$ cat config.mk
export PLATFORM = sky130hd
export DESIGN_NAME = key_debounce
export DESIGN_NICKNAME = d
export VERILOG_FILES = /design/src/rtl/key_pkg.sv /design/src/rtl/key_debounce_ch.sv /design/src/rtl/key_debounce.sv
export SDC_FILE = /design/constraint.sdc
export NUM_CORES = 1
export LEC_CHECK = 0
export CORE_ASPECT_RATIO = 1.5
export CORE_UTILIZATION = 40
export DETAILED_ROUTE_END_ITERATION = 12
export PLACE_DENSITY = 0.59
export SYNTH_ARGS = -nofsm -noshare
export SYNTH_HDL_FRONTEND = slang
export SYNTH_SLANG_ARGS = --single-unit
$ cat constraint.sdc
create_clock -name clk -period 3.4 [get_ports clk]
set_input_delay 0.85 -clock clk [delete_from_list [all_inputs] [get_ports clk]]
set_output_delay 0.85 -clock clk [all_outputs]
set_load 0.005 [all_outputs]
$ cat src/rtl/key_pkg.sv
// -----------------------------------------------------------------------------
// key_pkg
// Shared definitions for the KEY pushbutton debouncer.
//   - key_state_e : per-channel FSM state encoding (2 bits)
//   - DEF_*       : default timing constants for a 50 MHz clock
// -----------------------------------------------------------------------------
package key_pkg;

    typedef enum logic [1:0] {
        ST_RELEASED    = 2'd0,
        ST_PRESS_CHK   = 2'd1,
        ST_PRESSED     = 2'd2,
        ST_RELEASE_CHK = 2'd3
    } key_state_e;

    // 10 ms debounce, 500 ms first repeat, 100 ms repeat period at 50 MHz
    localparam int unsigned DEF_DEBOUNCE_CYC = 32'd500000;
    localparam int unsigned DEF_REPEAT_DLY   = 32'd25000000;
    localparam int unsigned DEF_REPEAT_PER   = 32'd5000000;
    localparam int unsigned DEF_CNT_W        = 32'd25;

endpackage

$ cat src/rtl/key_debounce_ch.sv
// -----------------------------------------------------------------------------
// key_debounce_ch
// One debounce channel: 2-FF synchronizer, 4-state qualification FSM,
// debounce/repeat counters and registered outputs.
// Ports:
//   clk        in   system clock
//   rst        in   synchronous active-high reset
//   key_i      in   raw asynchronous key pin
//   level_o    out  debounced level, 1 = pressed
//   press_o    out  one-cycle pulse on accepted press
//   release_o  out  one-cycle pulse on accepted release
//   repeat_o   out  one-cycle pulse on press and on each auto-repeat
// -----------------------------------------------------------------------------
module key_debounce_ch
    import key_pkg::*;
#(
    parameter bit          ACTIVE_LOW   = 1'b1,
    parameter int unsigned DEBOUNCE_CYC = DEF_DEBOUNCE_CYC,
    parameter bit          REPEAT_EN    = 1'b1,
    parameter int unsigned REPEAT_DLY   = DEF_REPEAT_DLY,
    parameter int unsigned REPEAT_PER   = DEF_REPEAT_PER,
    parameter int unsigned CNT_W        = DEF_CNT_W
) (
    input  logic clk,
    input  logic rst,
    input  logic key_i,
    output logic level_o,
    output logic press_o,
    output logic release_o,
    output logic repeat_o
);

    // Terminal counts are stored as "target - 1" so each compare is a plain equality
    localparam logic [CNT_W-1:0] DEB_LAST = CNT_W'(DEBOUNCE_CYC - 32'd1);
    localparam logic [CNT_W-1:0] DLY_LAST = CNT_W'(REPEAT_DLY - 32'd1);
    localparam logic [CNT_W-1:0] PER_LAST = CNT_W'(REPEAT_PER - 32'd1);
    localparam logic [CNT_W-1:0] CNT_ZERO = CNT_W'(0);
    localparam logic [CNT_W-1:0] CNT_ONE  = CNT_W'(1);
    localparam logic             REL_LVL  = ACTIVE_LOW;

    logic             sync1_q, sync2_q;
    logic             pressed_s;
    key_state_e       state_q, state_d;
    logic [CNT_W-1:0] dcnt_q, dcnt_d;
    logic [CNT_W-1:0] rcnt_q, rcnt_d;
    // 1 while waiting for the first (long) repeat delay, 0 for the periodic ones
    logic             first_q, first_d;
    logic             level_q, level_d;
    logic             press_q, press_d;
    logic             release_q, release_d;
    logic             repeat_q, repeat_d;

    // Normalise polarity so that 1 always means "pressed"
    assign pressed_s = sync2_q ^ ACTIVE_LOW;

    // Next-state, counter and output decode for the qualification FSM
    always_comb begin
        state_d   = state_q;
        dcnt_d    = dcnt_q;
        rcnt_d    = rcnt_q;
        first_d   = first_q;
        level_d   = level_q;
        press_d   = 1'b0;
        release_d = 1'b0;
        repeat_d  = 1'b0;
        case (state_q)
            ST_RELEASED: begin
                if (pressed_s) begin
                    state_d = ST_PRESS_CHK;
                    dcnt_d  = CNT_ZERO;
                end else begin
                    state_d = ST_RELEASED;
                end
            end
            ST_PRESS_CHK: begin
                if (!pressed_s) begin
                    // bounce: drop back without any output
                    state_d = ST_RELEASED;
                end else if (dcnt_q == DEB_LAST) begin
                    state_d  = ST_PRESSED;
                    level_d  = 1'b1;
                    press_d  = 1'b1;
                    repeat_d = 1'b1;
                    rcnt_d   = CNT_ZERO;
                    first_d  = 1'b1;
                end else begin
                    dcnt_d = dcnt_q + CNT_ONE;
                end
            end
            ST_PRESSED: begin
                if (!pressed_s) begin
                    state_d = ST_RELEASE_CHK;
                    dcnt_d  = CNT_ZERO;
                end else if (REPEAT_EN) begin
                    if (rcnt_q == (first_q ? DLY_LAST : PER_LAST)) begin
                        repeat_d = 1'b1;
                        rcnt_d   = CNT_ZERO;
                        first_d  = 1'b0;
                    end else begin
                        rcnt_d = rcnt_q + CNT_ONE;
                    end
                end else begin
                    rcnt_d = rcnt_q;
                end
            end
            ST_RELEASE_CHK: begin
                if (pressed_s) begin
                    // glitch during release: resume repeat timing where it paused
                    state_d = ST_PRESSED;
                end else if (dcnt_q == DEB_LAST) begin
                    state_d   = ST_RELEASED;
                    level_d   = 1'b0;
                    release_d = 1'b1;
                end else begin
                    dcnt_d = dcnt_q + CNT_ONE;
                end
            end
            default: begin
                state_d = ST_RELEASED;
                level_d = 1'b0;
            end
        endcase
    end

    // Synchronizer, FSM state, counters and output registers
    always_ff @(posedge clk) begin
        if (rst) begin
            sync1_q   <= REL_LVL;
            sync2_q   <= REL_LVL;
            state_q   <= ST_RELEASED;
            dcnt_q    <= CNT_ZERO;
            rcnt_q    <= CNT_ZERO;
            first_q   <= 1'b0;
            level_q   <= 1'b0;
            press_q   <= 1'b0;
            release_q <= 1'b0;
            repeat_q  <= 1'b0;
        end else begin
            sync1_q   <= key_i;
            sync2_q   <= sync1_q;
            state_q   <= state_d;
            dcnt_q    <= dcnt_d;
            rcnt_q    <= rcnt_d;
            first_q   <= first_d;
            level_q   <= level_d;
            press_q   <= press_d;
            release_q <= release_d;
            repeat_q  <= repeat_d;
        end
    end

    assign level_o   = level_q;
    assign press_o   = press_q;
    assign release_o = release_q;
    assign repeat_o  = repeat_q;

endmodule

$ cat src/rtl/key_debounce.sv
// -----------------------------------------------------------------------------
// key_debounce
// Debounces NUM_KEYS raw pushbuttons; channels are fully independent.
// Ports:
//   clk          in   system clock (CLOCK_50)
//   rst          in   synchronous active-high reset
//   key_in       in   raw asynchronous key pins
//   key_level    out  debounced state, 1 = pressed
//   key_press    out  one-cycle pulse on accepted press
//   key_release  out  one-cycle pulse on accepted release
//   key_repeat   out  pulse on press, then on each auto-repeat
// -----------------------------------------------------------------------------
module key_debounce
    import key_pkg::*;
#(
    parameter int unsigned NUM_KEYS     = 32'd4,
    parameter bit          ACTIVE_LOW   = 1'b1,
    parameter int unsigned DEBOUNCE_CYC = DEF_DEBOUNCE_CYC,
    parameter bit          REPEAT_EN    = 1'b1,
    parameter int unsigned REPEAT_DLY   = DEF_REPEAT_DLY,
    parameter int unsigned REPEAT_PER   = DEF_REPEAT_PER,
    parameter int unsigned CNT_W        = DEF_CNT_W
) (
    input  logic                clk,
    input  logic                rst,
    input  logic [NUM_KEYS-1:0] key_in,
    output logic [NUM_KEYS-1:0] key_level,
    output logic [NUM_KEYS-1:0] key_press,
    output logic [NUM_KEYS-1:0] key_release,
    output logic [NUM_KEYS-1:0] key_repeat
);

    for (genvar g = 0; g < NUM_KEYS; g++) begin : g_ch
        key_debounce_ch #(
            .ACTIVE_LOW  (ACTIVE_LOW),
            .DEBOUNCE_CYC(DEBOUNCE_CYC),
            .REPEAT_EN   (REPEAT_EN),
            .REPEAT_DLY  (REPEAT_DLY),
            .REPEAT_PER  (REPEAT_PER),
            .CNT_W       (CNT_W)
        ) u_ch (
            .clk      (clk),
            .rst      (rst),
            .key_i    (key_in[g]),
            .level_o  (key_level[g]),
            .press_o  (key_press[g]),
            .release_o(key_release[g]),
            .repeat_o (key_repeat[g])
        );
    end

endmodule

==> summary.md <==
| Metric | Value |
|---|---|
| Worst vdd ir | 0.368 mV |
| Initial antenna violation count | 0 |
| # IOs | 22 |
| Pre-antenna DRT Iters | 5 |
| Worst path slowest cell | or4_4 |
| Synth top area cells | dfxtp_1 (38%), nor2_1 (5.3%), xor2_1 (4.6%), nand2_1 (3.9%), nand3_1 (3.7%) |
| Post-CTS resize count | 0 |
| Leak pwr | 4.56 nW |
| Global-route wire length before repair | 49700 um |
| Reg2Reg Depth | 8 |
| Reg2reg end | g_ch[0].u_ch.rcnt_q[24] |
| Die ar. | 31400 um^2 |
| Status | complete, no violations |
| Slew headroom | 32.0% |
| DRT antenna net count | 0 |
| Hold path cells | 1 |
| Critical path peak fanout | 9 |
| Max Root-Sink Buffers | 3 |
| Final Max Slew Viols | 0 |
| Final Core Density | 44.9% |
| Rows | 78 |
| Largest net degree at the start of global routing | 33 |
| Max-cap violation count | 0 |
| Area grow syn2layout | 10.5% |
| Postcts setup bufs | 0 |
| Post-synth EDFFs | 0 |
| Final setup fails | 0 |
| Via count | 10900 |
| Ys Warns | 0 |
| Input/output buffers | 21 |
| CP Class | flop to flop |
| RSZ-0062 raised after global routing | no |
| Final period utilization | 87.0% |
| Dominant synthesized flop cell | dfxtp_1 |
| Final instance area | 13600 um^2 |
| Antenna diodes | 0 |
| Crit end category | flop |
| Crit-path cells | ha_1 > nand4_1 > or4_4 > o21ai_4 > a31oi_1 > nor2_2 > buf_4 > a21oi_1 |
| CTS Buf Count | 25 |
| Clk Tree Root Cell | clkbuf_16 |
| Total Routing Usage GR | 18.4% |
| Initial core utilization | 40.6% |
| Layout net count | 1545 |
| Ratio of cells with drive above 1 in the final layout | 6.55% |
| Type of origin of the critical path | flop |
| Die Y-Extent | 217 um |
| WP data required | 3.80 ns |
| GRT Residual Overflow | 0 |
| Drc violations | 0 |
| Gpl congestion | 0.858 |
| Final Hold Vio Count | 0 |
| Vias in the first global route | 10500 |
| Fillcell total | 3016 |
| Async SR Flop Fraction | 0% |
| Post-synth top area cell | dfxtp_1 |
| Post-synthesis sequential area ratio | 38.5% |
| Clk_lat worst skew | 0.53 ns |
| Syn Area/Cell | 8.08 um^2 |
| Hpwl dp | 20400 um |
| Die width | 145 um |
| WHS Endpoint | g_ch[2].u_ch.sync2_q |
| PD cells | 484 nW/um^2 |
| Worst R2R Start | g_ch[0].u_ch.dcnt_q[0] |
| Placed inst area | 12800 um^2 |
| Number of DRC markers in iteration 0 | 472 |
| Unique masters post-synth | 84 |
| Synth top area share | 38.5% |
| Clock Sink Count | 236 |
| Achievable Freq | 338 MHz |
| Pre-CTS WS | 0.491 ns |
| Hold Startpoint | g_ch[2].u_ch.sync1_q |
| Setup TNS | 0 ns |
| R2R setup slack | 0.44 ns |
| Min setup slack post-route | 0.441 ns |
| Min cycle time layout | 2.96 ns |
| # hold bufs at CTS | 0 |
| Synth Register Bits | 236 |
| Routed wire length | 29000 um |
| Vias per std cell | 5.67 |
| CORE AREA | 30300 um^2 |
| Drt wl/cell | 15.0 um |
| Worst-path clk slew | 0.06 ns |
| Critical Path Max Stage Delay | 0.66 ns |
| # H-tree levels | 1 |
| WP data arrival | 3.36 ns |
| Syn_nets | 1554 |
| Post-Syn Instances | 1520 |
| Synth Cell Area | 12300 um^2 |
| Worst min path class | flop to flop |
| Slew @ Worst Pin | 1.02 ns |
| Clk_skew | 0.0111 ns |
| CTS tree | yes |
sequential cells by signal, indices dropped and copies added, names as in the netlist, named ones only:
signal / cells
g_ch.u_ch.sync2_q: 4
g_ch.u_ch.dcnt_q: 100
g_ch.u_ch.first_q: 4
g_ch.u_ch.rcnt_q: 100
g_ch.u_ch.repeat_o: 4
g_ch.u_ch.sync1_q: 4
g_ch.u_ch.state_q: 4
g_ch.u_ch.level_o: 4
g_ch.u_ch.press_o: 4
g_ch.u_ch.release_o: 4
per-layer routing:
layer	global-route usage, %	vias up	share of wire (%)
met5	0	-	0
met4	6.77	0	2.5
met3	2.21	55	3.2
met2	34.6	161	51
met1	21.2	5181	43
li1	-	5527	-
power breakdown:
part / total [mW] / switching (mW) / internal (mW)
clock: 2.65 / 1.11 / 1.54
combinational: 1.05 / 0.717 / 0.335
sequential: 2.87 / 0.0571 / 2.81
cell families after synthesis:
| kind of cell | Yosys count | synth area share, % |
|---|---|---|
| fa+ha+maj | 28 | 2.85 |
| mux | 11 | 0.917 |
| simple gates | 733 | 31.4 |
| compound gates | 299 | 15.8 |
| buf+inv | 127 | 4.40 |
| flops | 236 | 38.5 |
| xor+xnor | 86 | 6.13 |
Yosys cell counts (23+ instances only):
cell        n
o21ai_0    83
inv_1      44
or3_1      29
nand2_1   128
ha_1       28
o31ai_1    25
dfxtp_1   236
and3_1     37
nor3_1     50
nand3_1    91
nand4_1    64
nor4_1     28
xor2_1     64
or2_2      23
a21oi_1    72
nor2_1    172
clkbuf_1   60
critical path: cells and delay by family, from the launching register on:
| kind | cells | cell delay, ns |
|---|---|---|
| AND/OR/NAND/NOR | 3 | 1.33 |
| AO/OA/AOI/OAI | 3 | 0.65 |
| adder cells (fa/ha/maj) | 1 | 0.22 |
| buffers and inverters | 1 | 0.24 |
| flip-flops | 1 | 0.39 |
through the flow:
stage	cells	hold slack (ns)	power, mW
final	1926	0.409	6.57
after global routing	1926	0.427	6.91
after CTS	1926	0.410	6.68
after detailed placement	1884	0.396	3.98
after global placement	1884	0.396	3.98
after floorplan	1520	0.389	3.69
worst max-delay path by stage:
| stage | start | endpoint | slack [ns] | cells after the start |
|---|---|---|---|---|
| after global routing | g_ch[0].u_ch.dcnt_q[0] | g_ch[0].u_ch.rcnt_q[24] | 0.21 | 8 |
| after detailed placement | g_ch[0].u_ch.dcnt_q[0] | g_ch[0].u_ch.rcnt_q[14] | 0.49 | 8 |
| after global placement | g_ch[0].u_ch.dcnt_q[0] | g_ch[0].u_ch.rcnt_q[14] | 0.56 | 8 |
| after floorplan | g_ch[0].u_ch.dcnt_q[0] | g_ch[0].u_ch.rcnt_q[20] | 0.94 | 8 |
| after CTS | g_ch[0].u_ch.dcnt_q[0] | g_ch[0].u_ch.rcnt_q[24] | 0.46 | 8 |
| final | g_ch[0].u_ch.dcnt_q[0] | g_ch[0].u_ch.rcnt_q[24] | 0.44 | 8 |
cells in the final DEF (no fill, tap or decap), types with 7 or more instances in the layout:
cell             Yosys  final
a21oi_1             72     72
nor2_1             172    172
buf_4               16     25
and4_1              14     14
or3_1               29     29
nand4_1             64     64
dfxtp_1            236    236
nand4b_1             7      7
o31ai_1             25     25
xor2_1              64     64
inv_1               44     44
mux2i_1              9      9
nand2_1            128    128
clkdlybuf4s50_1      0     20
nor3_1              50     50
or2_2               23     23
o21ai_0             83     82
o211ai_1             8      8
clkbuf_16            0     25
ha_1                28     28
a22o_1              14     14
a31oi_1             17     17
and3_1              37     37
nor2b_1              7      7
a211oi_1             8      8
nand3_1             91     91
nor4_1              28     28
or4_1               17     17
a21o_1              11     11
clkbuf_1            60      7
xnor2_1             22     22
nor4b_1             16     16
and2_1              16     16
final cells by class:
cell class	count	area, um^2	area share, %
Clock inverter	8	92.6	0.682
Timing Repair Buffer	46	393	2.89
Inverter	45	169	1.24
Clock buffer	34	679	5.00
Sequential cell	236	4720	34.8
Tap cell	400	500	3.69
Multi-Input combinational cell	1157	7020	51.7
Power figures use the tool's default switching activity.
